[config.mk]
export PLATFORM = sky130hd
export DESIGN_NAME = pc_fetch_unit_flat
export DESIGN_NICKNAME = d
export VERILOG_FILES = /design/src/rtl/pc_fetch_unit_pkg.sv /design/src/rtl/pc_fetch_unit_if.sv /design/src/rtl/pc_fetch_unit_npc_calc.sv /design/src/rtl/pc_fetch_unit.sv /design/src/flat_wrapper.sv
export SDC_FILE = /design/constraint.sdc
export NUM_CORES = 1
export LEC_CHECK = 0
export ABC_AREA = 1
export CAP_MARGIN = 15
export CORE_UTILIZATION = 50
export CTS_CLUSTER_DIAMETER = 150
export DETAILED_ROUTE_END_ITERATION = 8
export HOLD_SLACK_MARGIN = 0.08
export PLACE_DENSITY = 0.83
export SLEW_MARGIN = 20
export SYNTH_ARGS = -nofsm -noshare
export SYNTH_HDL_FRONTEND = slang
export SYNTH_SLANG_ARGS = --single-unit
[constraint.sdc]
create_clock -name clk -period 5.8 [get_ports clk]
set_input_delay 1.45 -clock clk [delete_from_list [all_inputs] [get_ports clk]]
set_output_delay 1.45 -clock clk [all_outputs]
set_load 0.01 [all_outputs]
[src/rtl/pc_fetch_unit_pkg.sv]
// Shared encodings for the fetch stage: next-PC select codes and fetch FSM states.
package pc_fetch_unit_pkg;

    localparam logic [2:0] NPC_PLUS4  = 3'b000;
    localparam logic [2:0] NPC_BRANCH = 3'b001;
    localparam logic [2:0] NPC_JUMP   = 3'b010;
    localparam logic [2:0] NPC_JALR   = 3'b100;

    typedef enum logic [1:0] {
        FETCH_S = 2'd0,
        WAIT_S  = 2'd1,
        ISSUE_S = 2'd2,
        HALT_S  = 2'd3
    } fetch_state_e;

    function automatic logic is_word_aligned(input logic [31:0] addr);
        return addr[1:0] == 2'b00;
    endfunction

endpackage

[src/rtl/pc_fetch_unit_if.sv]
// Instruction-memory request/grant/response channel between the fetch unit and imem.
interface pc_fetch_unit_if;

    logic        imem_req;
    logic [31:0] imem_addr;
    logic        imem_gnt;
    logic        imem_rvalid;
    logic [31:0] imem_rdata;

    modport master (
        output imem_req, imem_addr,
        input  imem_gnt, imem_rvalid, imem_rdata
    );

    modport slave (
        input  imem_req, imem_addr,
        output imem_gnt, imem_rvalid, imem_rdata
    );

endinterface

[src/rtl/pc_fetch_unit_npc_calc.sv]
// Combinational next-PC selection for the retiring instruction, plus alignment check.
module npc_calc
    import pc_fetch_unit_pkg::*;
(
    input  logic [31:0] pc,
    input  logic [2:0]  NPCOp,
    input  logic        br_taken,
    input  logic [31:0] immout,
    input  logic [31:0] rs1_data,
    output logic [31:0] next_pc,
    output logic        misaligned
);

    logic [31:0] pc_rel;
    logic [31:0] reg_rel;

    assign pc_rel  = pc + immout;
    assign reg_rel = rs1_data + immout;

    // NOTE: every output of an always_comb gets a default first so no path infers a latch.
    always_comb begin
        next_pc = pc + 32'd4;
        case (NPCOp)
            NPC_BRANCH: if (br_taken) next_pc = pc_rel;
            NPC_JUMP:   next_pc = pc_rel;
            NPC_JALR:   next_pc = {reg_rel[31:1], 1'b0};
            default:    next_pc = pc + 32'd4;
        endcase
    end

    // Checked after the JALR bit-0 clear, so only bit 1 can trip it for JALR.
    assign misaligned = !is_word_aligned(next_pc);

endmodule

[src/rtl/pc_fetch_unit.sv]
// PC register and instruction fetch FSM: fetch at pc, hold the word until retire, then advance.
module pc_fetch_unit
    import pc_fetch_unit_pkg::*;
#(
    parameter logic [31:0] RESET_PC = 32'h0000_0000
) (
    input  logic                   clk,
    input  logic                   rst,
    pc_fetch_unit_if.master        imem,
    output logic                   instr_valid,
    output logic [31:0]            instr,
    output logic [31:0]            pc,
    output logic [31:0]            pc_plus4,
    input  logic                   retire,
    input  logic [2:0]             NPCOp,
    input  logic                   br_taken,
    input  logic [31:0]            immout,
    input  logic [31:0]            rs1_data,
    output logic                   misalign_exc
);

    fetch_state_e state_q, state_d;
    logic [31:0]  pc_q;
    logic [31:0]  instr_q;
    logic [31:0]  next_pc;
    logic         misaligned;

    npc_calc u_npc_calc (
        .pc         (pc_q),
        .NPCOp      (NPCOp),
        .br_taken   (br_taken),
        .immout     (immout),
        .rs1_data   (rs1_data),
        .next_pc    (next_pc),
        .misaligned (misaligned)
    );

    // NOTE: sequential state uses non-blocking assignments so every flop samples pre-edge values.
    always_ff @(posedge clk) begin
        if (rst) state_q <= FETCH_S;
        else     state_q <= state_d;
    end

    always_comb begin
        state_d       = state_q;
        imem.imem_req = 1'b0;
        case (state_q)
            FETCH_S: begin
                imem.imem_req = 1'b1;
                if (imem.imem_gnt) state_d = WAIT_S;
            end
            WAIT_S:  if (imem.imem_rvalid) state_d = ISSUE_S;
            ISSUE_S: if (retire) state_d = misaligned ? HALT_S : FETCH_S;
            HALT_S:  state_d = HALT_S;
            default: state_d = FETCH_S;
        endcase
    end

    // A misaligned target leaves pc pointing at the faulting instruction.
    always_ff @(posedge clk) begin
        if (rst) begin
            pc_q    <= RESET_PC;
            instr_q <= '0;
        end else begin
            if (state_q == WAIT_S && imem.imem_rvalid) instr_q <= imem.imem_rdata;
            if (state_q == ISSUE_S && retire && !misaligned) pc_q <= next_pc;
        end
    end

    assign imem.imem_addr = pc_q;
    assign pc             = pc_q;
    assign pc_plus4       = pc_q + 32'd4;
    assign instr          = instr_q;
    assign instr_valid    = (state_q == ISSUE_S);
    assign misalign_exc   = (state_q == HALT_S);

endmodule

[src/flat_wrapper.sv]
// flat-port wrapper written by rule: the top's interface ports become plain ports
module pc_fetch_unit_flat import pc_fetch_unit_pkg::*;
#(
    parameter logic [31:0] RESET_PC = 32'h0000_0000
)
  (clk, rst, instr_valid, instr, pc, pc_plus4, retire, NPCOp, br_taken, immout, rs1_data, misalign_exc, imem_imem_req, imem_imem_addr, imem_imem_gnt, imem_imem_rvalid, imem_imem_rdata);
  pc_fetch_unit_if imem_i ();
  input  logic clk;
  input  logic rst;
  output logic instr_valid;
  output logic [31:0] instr;
  output logic [31:0] pc;
  output logic [31:0] pc_plus4;
  input  logic retire;
  input  logic [2:0] NPCOp;
  input  logic br_taken;
  input  logic [31:0] immout;
  input  logic [31:0] rs1_data;
  output logic misalign_exc;
  output wire logic [$bits(imem_i.imem_req)-1:0] imem_imem_req;
  output wire logic [$bits(imem_i.imem_addr)-1:0] imem_imem_addr;
  input wire logic [$bits(imem_i.imem_gnt)-1:0] imem_imem_gnt;
  input wire logic [$bits(imem_i.imem_rvalid)-1:0] imem_imem_rvalid;
  input wire logic [$bits(imem_i.imem_rdata)-1:0] imem_imem_rdata;
  assign imem_imem_req = imem_i.imem_req;
  assign imem_imem_addr = imem_i.imem_addr;
  assign imem_i.imem_gnt = imem_imem_gnt;
  assign imem_i.imem_rvalid = imem_imem_rvalid;
  assign imem_i.imem_rdata = imem_imem_rdata;
  pc_fetch_unit #(.RESET_PC(RESET_PC)) u_core (.clk(clk), .rst(rst), .imem(imem_i), .instr_valid(instr_valid), .instr(instr), .pc(pc), .pc_plus4(pc_plus4), .retire(retire), .NPCOp(NPCOp), .br_taken(br_taken), .immout(immout), .rs1_data(rs1_data), .misalign_exc(misalign_exc));
endmodule
# --- Word level (Yosys, flattened, before mapping) ---
# Cells that the tools add are included.
totals:
  register_bits: 66
  latchBits: 0
  ram_bits: 0
  rom_bits: 0
  in_bits: 105
  output_inout_bits: 131
  word_cells: 29
  mem_count: 0
classes:
  addsub: 3
  n_mul: 0
  div_mod_pow: 0
  order_cmp: 0
  eq_ne: 9
  shifts: 0
  mux: 8
  bitwise: 0
  reduce_logical: 6
op_table:
  columns: ["operator", "count"]
  rows:
  - ["32-bit one-hot mux with 3 select lines", 1]
  - ["32-bit adder", 2]
  - ["32-bit by 3-bit adder with 32-bit output (second input constant)", 1]
  - ["32-bit two-way mux", 1]
  - ["2-bit two-way mux", 4]
  - ["2-bit one-hot mux with 4 select lines", 1]
  - ["2-bit == test (second input constant)", 2]
  - ["2-bit zero test", 2]
  - ["2-bit != test (second input constant)", 2]
  - ["3-bit by 1-bit == test with 1-bit output (second input constant)", 1]
  - ["3-bit by 2-bit == test with 1-bit output (second input constant)", 1]
  - ["3-bit == test (second input constant)", 1]
  - ["1-bit logical AND", 3]
  - ["3-bit AND reduction", 1]
  - ["2-bit by 1-bit == test with 1-bit output (second input constant)", 1]
  - ["2-bit by 1-bit != test with 1-bit output (second input constant)", 1]
  - ["1-bit two-way mux", 1]

# --- Longest topological paths before layout ---
# Gate-level depths: netlist of the first run.
depth:
  depth_word: 7
  mapped_depth: 16
  ltp_nobuf: 16

# --- Cells and area by module ---
# A second synthesis of the first run with hierarchy kept.
unflattened:
  hier_cells: 1780
  hier_area_um2: 9561.7
by_module_without_submodules:
  columns: ["mod", "n_inst", "cells_each", "area_per_inst_um2", "seq_area_each_um2"]
  rows:
  - ["npc_calc", 1, 1264, 6037.0, 0.0]
  - ["pc_fetch_unit", 1, 516, 3524.6, 1321.3]

# --- Worst setup path after synthesis of the first run ---
# OpenSTA, ideal clock, no wires.
synth_timing:
  kind: "input to register"
  from: "input port immout[0]"
  to: "register u_core.pc_q[11] (netlist: u_core.imem.imem_addr[11])"
  setup_time_ns: 0.109
  arrival_time_ns: 2.963
  required_ns: 5.691
  slack_ns: 2.728
  cell_stages: 11
  path_buffers: 1
  cell_sequence: "ha_1 -> inv_1 -> fa_1 -> nand2_1 -> a21oi_2 -> nand3_4 -> buf_6 -> a21oi_1 -> o211ai_1 -> nand2_1 -> inv_1"
synth_between:
  elab_chain_cells: 5
  word_cells_on_any_way: 6
  cone_classes: "2 x add/sub; 2 x mux; 2 x reduce/logical"
synth_rtl:
  columns: ["item", "line", "source"]
  rows:
  - ["start: declaration", "flat_wrapper.sv:17", "input logic [31:0] immout;"]
  - ["32-bit adder", "pc_fetch_unit_npc_calc.sv:17", "assign pc_rel = pc + immout;"]
  - ["32-bit two-way mux", "pc_fetch_unit_npc_calc.sv:24", "NPC_BRANCH: if (br_taken) next_pc = pc_rel;"]
  - ["32-bit one-hot mux with 3 select lines *", "pc_fetch_unit_npc_calc.sv:23", "case (NPCOp)"]
  - ["2-bit zero test", "pc_fetch_unit_pkg.sv:17", "return addr[1:0] == 2'b00;"]
  - ["1-bit logical AND", "pc_fetch_unit.sv:66", "if (state_q == ISSUE_S && retire && !misaligned) pc_q <= next_pc;"]
  - ["end signal: assignment", "pc_fetch_unit.sv:66", null]
  - ["end: declaration", "pc_fetch_unit.sv:23", "logic [31:0] pc_q;"]
# Mark *: on every way between the ends. The rest lies on a longest branch, timed or not.
# A chain may end at the register's enable or synchronous reset.

# --- Final worst setup path of the first run ---
layout_timing:
  from: "register u_core.pc_q[2] (netlist: u_core.imem.imem_addr[2])"
  to: "output port pc_plus4[20]"
layout_between:
  elab_chain_cells: 1
layout_rtl:
  columns: ["item", "line", "source"]
  rows:
  - ["32-bit by 3-bit adder with 32-bit output", "pc_fetch_unit.sv:72", "assign pc_plus4 = pc_q + 32'd4;"]
  - ["end: declaration", "flat_wrapper.sv:13", "output logic [31:0] pc_plus4;"]
# No other way between the ends.

==> flow_summary_export.csv, run 1 <==
group,metric,value,unit
run_status,outcome,"completed",
synth,synthArstFlopShare,0,%
setup_path,worstRegToRegCells,12,
clock_tree,hold_buffers,0,
sta,period_needed,4.359,ns
final_layout,fillers,1711,
sta,rsz0062_at_grt,"false",
grt,grt_use_total,37.40,%
final_layout,drive_gt1_share,3.389,%
worst_hold_path,holdPathEnd,"u_core.instr[20]$_SDFFE_PP0P_",
grt,grt_max_degree,65,
sta,tns,0,ns
clock_tree,insertion_delay,0.35,ns
route,vias,10910,
setup_path,r2r-end,"u_core.imem.imem_addr[21]$_SDFFE_PP0P_",
die,core.rowCount,48,
power_and_ir_drop,finalPower,1.944,mW
final_layout,num_antenna_cells,0,
synth,ys_ff_latch,66,
die,start_util,51.30,%
clock_tree,root_buffer,"clkbuf_16",
clock_tree,clk_pin_slew,0.06,ns
power_and_ir_drop,peakVddDrop,235.1,uV
place,place.gp.congestion,0.9595,
synth,seq_area_frac_synth,14.84,%
clock_tree,cts_tree,"built",
setup_path,r2r_slack,2.70,ns
synth,postSynthCellCount,1664,
synth,synth.cell_area,0.008904,sq mm
grt,grt-ovfl-total,0,
grt,antenna_found_initial,0,
route,dr.pass1.iters,6,
clock_tree,clock_sinks,66,
route,vias_per_cell,5.237,
worst_hold_path,hold_class,"flip-flop to flip-flop",
worst_hold_path,worstHoldStart,"u_core.instr[20]$_SDFFE_PP0P_",
sta,maxSlewHeadroom,29.43,%
power_and_ir_drop,power.leakage,6.135,nW
final_layout,synthToLayoutAreaGrowth,29.17,%
sta,worst_slew_pin_slew,1.052,ns
route,drc_errors,0,
synth,synth_warnings,0,
synth,syn_nets,1833,
synth,avgSynthCellArea,5.351,sq um
route,detail_route.iter0.violations,929,
setup_path,worstSetupPathType,"flip-flop to primary output",
die,io_pins,236,
die,die_w,135.4,microns
die,core_area,0.01736,sq mm
power_and_ir_drop,cellPowerDensity,169.0,mW/mm^2
setup_path,crit_arrival,2.91,ns
clock_tree,numCtsBuffers,9,
route,routed_wl,34270,microns
route,post_drt_wl_per_cell,16.44,microns
setup_path,worst_setup_path_end_kind,"primary output",
sta,hold_violations,0,
clock_tree,cts.repair.resized,0,
sta,fmax,229.4,MHz
route,drtAntennaViolNets,0,
grt,grt_pass1_wl,52080,microns
clock_tree,cts_setup_buffers,0,
final_layout,nNetsFinal,2023,
setup_path,worstReg2RegStart,"u_core.imem.imem_addr[0]$_SDFFE_PP0P_",
setup_path,critPathLaunchType,"flip-flop",
place,hpwl,28030,microns
sta,drv_slew,0,
sta,skew,0.006964,ns
place,io_buffers,235,
setup_path,crit_path_max_fanout,9,
clock_tree,cts_max_level,3,
clock_tree,clock_path_buffers,2,
synth,ys_types,44,
job,cap_violations,0,
setup_path,worstPathRequired,4.35,ns
worst_hold_path,hold_depth,2,
synth,synth_edf_count,0,
sta,finalSetupViolations,0,
synth,ys.flop_type,"dfxtp_1",
sta,period_share,75.16,%
die,die_y,135.4,microns
grt,grt_pass1_vias,9985,
die,die-area,0.01835,sq mm
through the flow:
step / hold slack (ns) / util, % / instances / setup slack, ns / instance area (sq um)
3_5_place_dp: 0.4362 / 64.38 / 2068 / 1.398 / 11170
2_1_floorplan: 0.4677 / - / 1664 / 2.728 / 8904
4_1_cts: 0.4451 / 66.26 / 2084 / 1.504 / 11500
6_report: 0.4441 / 66.26 / 2084 / 1.441 / 11500
3_3_place_gp: 0.4307 / 64.38 / 2068 / 1.476 / 11170
5_1_grt: 0.4599 / 66.26 / 2084 / 1.375 / 11500
cells in the final DEF, fill, tap and decap left out, types with 4 or more instances in the layout:
cell type,instances
ha_1,62
xor2_1,19
or2_2,8
o21bai_1,5
nor4_1,4
nor2_2,7
o21ai_0,58
o21ai_1,9
clkbuf_16,9
nand2_1,564
nor3_1,13
inv_2,6
buf_4,4
clkdlybuf4s50_1,235
nand3_2,4
dfxtp_1,66
nand3_1,125
nor2_1,112
a21oi_1,124
xnor2_1,4
and2_1,6
nand4_1,5
nand3b_1,10
inv_1,360
report_power, final:
part	total (mW)	switching (mW)	internal [mW]
clock network	0.627	0.246	0.381
logic	0.780	0.450	0.330
registers	0.538	0.0457	0.492
final cells by class:
type                       count  area [sq um]  share of cell area (%)
timing repair buffer         239          2382                   20.71
tap                          225         281.5                   2.448
clock buffer                   9         225.2                   1.958
inverter                     368          1381                   12.01
clock inverter                 7         101.3                  0.8812
multi-input combinational   1170          5808                   50.50
sequential                    66          1321                   11.49
worst max-delay path, cell delays in order, from the launching register on:
cell,delay [ns]
dfxtp_1,0.63
ha_1,0.29
nand3_2,0.17
nor2_2,0.15
nand2_2,0.10
nor2_4,0.20
nand2_1,0.12
xor2_1,0.28
clkdlybuf4s50_1,0.62
synthesized netlist by cell type (all sizes together), types with 2 or more instances:
library cell | n | area share [%]
a21o | 2 | 0.17
a21oi | 127 | 7.3
a31oi | 3 | 0.21
and2 | 7 | 0.51
buf | 43 | 3.7
clkbuf | 16 | 0.67
dfxtp | 66 | 15
fa | 2 | 0.45
ha | 62 | 8.7
inv | 367 | 15
nand2 | 567 | 24
nand3 | 130 | 7.6
nand3b | 10 | 0.84
nand4 | 5 | 0.35
nor2 | 121 | 5.5
nor3 | 17 | 1.3
nor4 | 4 | 0.28
o211ai | 2 | 0.17
o21ai | 70 | 4.1
o21bai | 5 | 0.42
or2 | 8 | 0.56
xnor2 | 4 | 0.39
xor2 | 20 | 2.1
worst max-delay path by stage:
stage                                           from                                endpoint  depth (start not counted)
2_1_floorplan                              immout[0]  u_core.imem.imem_addr[11]$_SDFFE_PP0P_                         11
3_3_place_gp                               immout[0]  u_core.imem.imem_addr[21]$_SDFFE_PP0P_                         13
3_5_place_dp                               immout[0]  u_core.imem.imem_addr[26]$_SDFFE_PP0P_                         13
4_1_cts        u_core.imem.imem_addr[2]$_SDFFE_PP0P_                            pc_plus4[20]                          8
5_1_grt        u_core.imem.imem_addr[2]$_SDFFE_PP0P_                            pc_plus4[28]                          8
6_report       u_core.imem.imem_addr[2]$_SDFFE_PP0P_                            pc_plus4[20]                          8
cells by family after synthesis:
logic type,share of synthesized area [%]
compound gates,12.56
fa+ha+maj,9.162
simple gates,41.01
xor+xnor,2.445
buf+inv,19.98
flops,14.84
per-layer routing:
metal	GRT usage, %	part of all wire [%]	vias to the layer above
met4	20.85	5.9	0
met2	63.05	46	539
li1	-	-	5466
met1	43.82	39	4803
met3	8.156	8.8	106
met5	0	0	-
state kept, by name, indices dropped and copies added, names as in the netlist:
| register | flops |
|---|---|
| u_core.instr | 32 |
| u_core.state_q | 2 |
| u_core.imem.imem_addr | 32 |
No activity file was read; power rests on OpenSTA's default activity.
==> inputs of run 2 (changes only) <==
==> constraint.sdc (replaced) <==
create_clock -name clk -period 4.4 [get_ports clk]
set_input_delay 1.1 -clock clk [delete_from_list [all_inputs] [get_ports clk]]
set_output_delay 1.1 -clock clk [all_outputs]
set_load 0.01 [all_outputs]
==> flow_summary_export.csv, run 2 (synthesized netlist as in run 1, its figures left out) <==
group,metric,value,unit
route,detail_route.iter0.violations,989,
clock_tree,cts_tree,"built",
grt,grt_pass1_wl,51870,microns
power_and_ir_drop,p_seq_share,28.0,%
sta,fmax,251.4,MHz
power_and_ir_drop,p_int,1.531,mW
power_and_ir_drop,p_sw_share,39.04,%
final_layout,num_antenna_cells,0,
route,drc_errors,0,
route,post_drt_wl_per_cell,16.22,microns
setup_path,slowest_stage,"clkdlybuf4s50_1",
grt,antenna_found_initial,0,
setup_path,worstPathRequired,3.30,ns
power_and_ir_drop,clock_power_share,30.7,%
setup_path,cpPeakStageDelay,0.60,ns
job,cap_violations,0,
sta,period_needed,3.977,ns
clock_tree,clock_path_buffers,2,
place,io_buffers,235,
final_layout,final_common_cell,"nand2_1",
setup_path,critPathLaunch,"u_core.imem.imem_addr[2]$_SDFFE_PP0P_",
run_status,outcome,"completed",
die,core.rowCount,48,
route,dr.pass1.iters,6,
power_and_ir_drop,cellPowerDensity,218.0,mW/mm^2
power_and_ir_drop,peakVddDrop,287.3,uV
die,io_pins,236,
grt,grt_use_total,37.09,%
grt,grt_pass1_vias,9871,
clock_tree,clock_sinks,66,
die,die-area,0.01835,sq mm
sta,maxSlewHeadroom,38.30,%
die,die_y,135.4,microns
die,core_area,0.01736,sq mm
sta,drv_slew,0,
route,vias_per_cell,5.249,
die,start_util,51.30,%
setup_path,crit_arrival,2.88,ns
clock_tree,hold_buffers,0,
clock_tree,clk_pin_slew,0.06,ns
setup_path,worstSetupPathType,"flip-flop to primary output",
clock_tree,numCtsBuffers,9,
sta,hold_violations,0,
route,routed_wl,33910,microns
setup_path,cp.depth,8,
sta,rsz0062_at_grt,"false",
grt,grt-ovfl-total,0,
clock_tree,root_buffer,"clkbuf_16",
route,vias,10970,
setup_path,crit_family,"simple AND/OR/NAND/NOR gates",
setup_path,crit_path_max_fanout,9,
final_layout,nNetsFinal,2029,
clock_tree,cts_max_level,3,
sta,finalSetupViolations,0,
place,hpwl,27600,microns
sta,period_share,90.39,%
power_and_ir_drop,finalPower,2.512,mW
power_and_ir_drop,net-switching-power,0.9806,mW
setup_path,cp-endpoint,"pc_plus4[20]",
die,die_w,135.4,microns
power_and_ir_drop,p_comb_share,41.2,%
setup_path,critPathLaunchType,"flip-flop",
final_layout,mostFrequentLayoutCells,"nand2_1 (564), inv_1 (361), clkdlybuf4s50_1 (235), nand3_1 (125), a21oi_1 (124)",
setup_path,r2r_slack,1.49,ns
route,drtAntennaViolNets,0,
setup_path,worstReg2RegStart,"u_core.imem.imem_addr[0]$_SDFFE_PP0P_",
clock_tree,cts_setup_buffers,0,
setup_path,worst_setup_path_end_kind,"primary output",
power_and_ir_drop,power.leakage,6.162,nW
sta,tns,0,ns
final_layout,drive_gt1_share,3.700,%
sta,skew,0.004424,ns
grt,grt_max_degree,65,
worst_hold_path,hold_class,"flip-flop to flip-flop",
clock_tree,cts.repair.resized,0,
sta,worst_slew_pin_slew,0.9244,ns
setup_path,r2r-end,"u_core.imem.imem_addr[31]$_SDFFE_PP0P_",
setup_path,crit_chain,"ha_1 -> nand3_2 -> nor2_2 -> nand2_2 -> nor2_4 -> nand2_1 -> xor2_1 -> clkdlybuf4s50_1",
setup_path,path_buf_inv,1,
place,place.gp.congestion,0.9877,
final_layout,fillers,1675,
setup_path,worstRegToRegCells,12,
clock_tree,insertion_delay,0.35,ns
final_layout,synthToLayoutAreaGrowth,29.41,%
-- run 2: final cells by class --
type | count | area [sq um] | area share, %
multi-input combinational | 1170 | 5808 | 50.41
timing repair buffer | 245 | 2427 | 21.07
inverter | 368 | 1381 | 11.99
sequential | 66 | 1321 | 11.47
tap | 225 | 281.5 | 2.443
clock buffer | 9 | 225.2 | 1.955
clock inverter | 7 | 77.57 | 0.6733
-- run 2: worst min-delay path, delay by kind of cell (launching register included) --
family	cells	cell delay [ns]
buffers and inverters	1	0.05
AOI/OAI and AO/OA	1	0.05
DFF	1	0.31
-- run 2: metrics by stage --
stage               hold WS [ns]  cell area, sq um  worst slack [ns]  utilization, %  instances
global route              0.4568             11520            0.2544           66.39       2090
finish                    0.4425             11520            0.4228           66.39       2090
global placement          0.4295             11220            0.5822           64.64       2074
CTS                       0.4441             11520            0.4722           66.39       2090
detailed placement        0.4360             11220            0.5122           64.64       2074
floorplan                 0.4677              8904             1.678               -       1664
-- run 2: how the worst min path moves through the flow --
stage	slack [ns]	from	cells after the start	endpoint
floorplan	0.47	u_core.instr[0]$_SDFFE_PP0P_	2	u_core.instr[0]$_SDFFE_PP0P_
global placement	0.43	u_core.instr[16]$_SDFFE_PP0P_	2	u_core.instr[16]$_SDFFE_PP0P_
detailed placement	0.44	u_core.instr[14]$_SDFFE_PP0P_	2	u_core.instr[14]$_SDFFE_PP0P_
CTS	0.44	u_core.instr[14]$_SDFFE_PP0P_	2	u_core.instr[14]$_SDFFE_PP0P_
global route	0.46	u_core.instr[14]$_SDFFE_PP0P_	2	u_core.instr[14]$_SDFFE_PP0P_
finish	0.44	u_core.instr[14]$_SDFFE_PP0P_	2	u_core.instr[14]$_SDFFE_PP0P_
-- run 2: power groups by stage --
stage	Combinational [mW]	Sequential, mW	Clock (mW)
6_report	1.04	0.704	0.772
5_1_grt	1.14	0.711	0.799
4_1_cts	1.02	0.703	0.771
3_5_place_dp	1.01	0.716	0
3_3_place_gp	1.00	0.713	0
2_1_floorplan	0.581	0.721	0
-- run 2: layer usage --
metal  up-vias  wire (microns)  track usage [%]
li1       5487               -                -
met1      4753           13300            45.46
met2       605           14350            57.21
met3       126            3677            8.268
met4         0            2572            26.59
met5         -               0                0
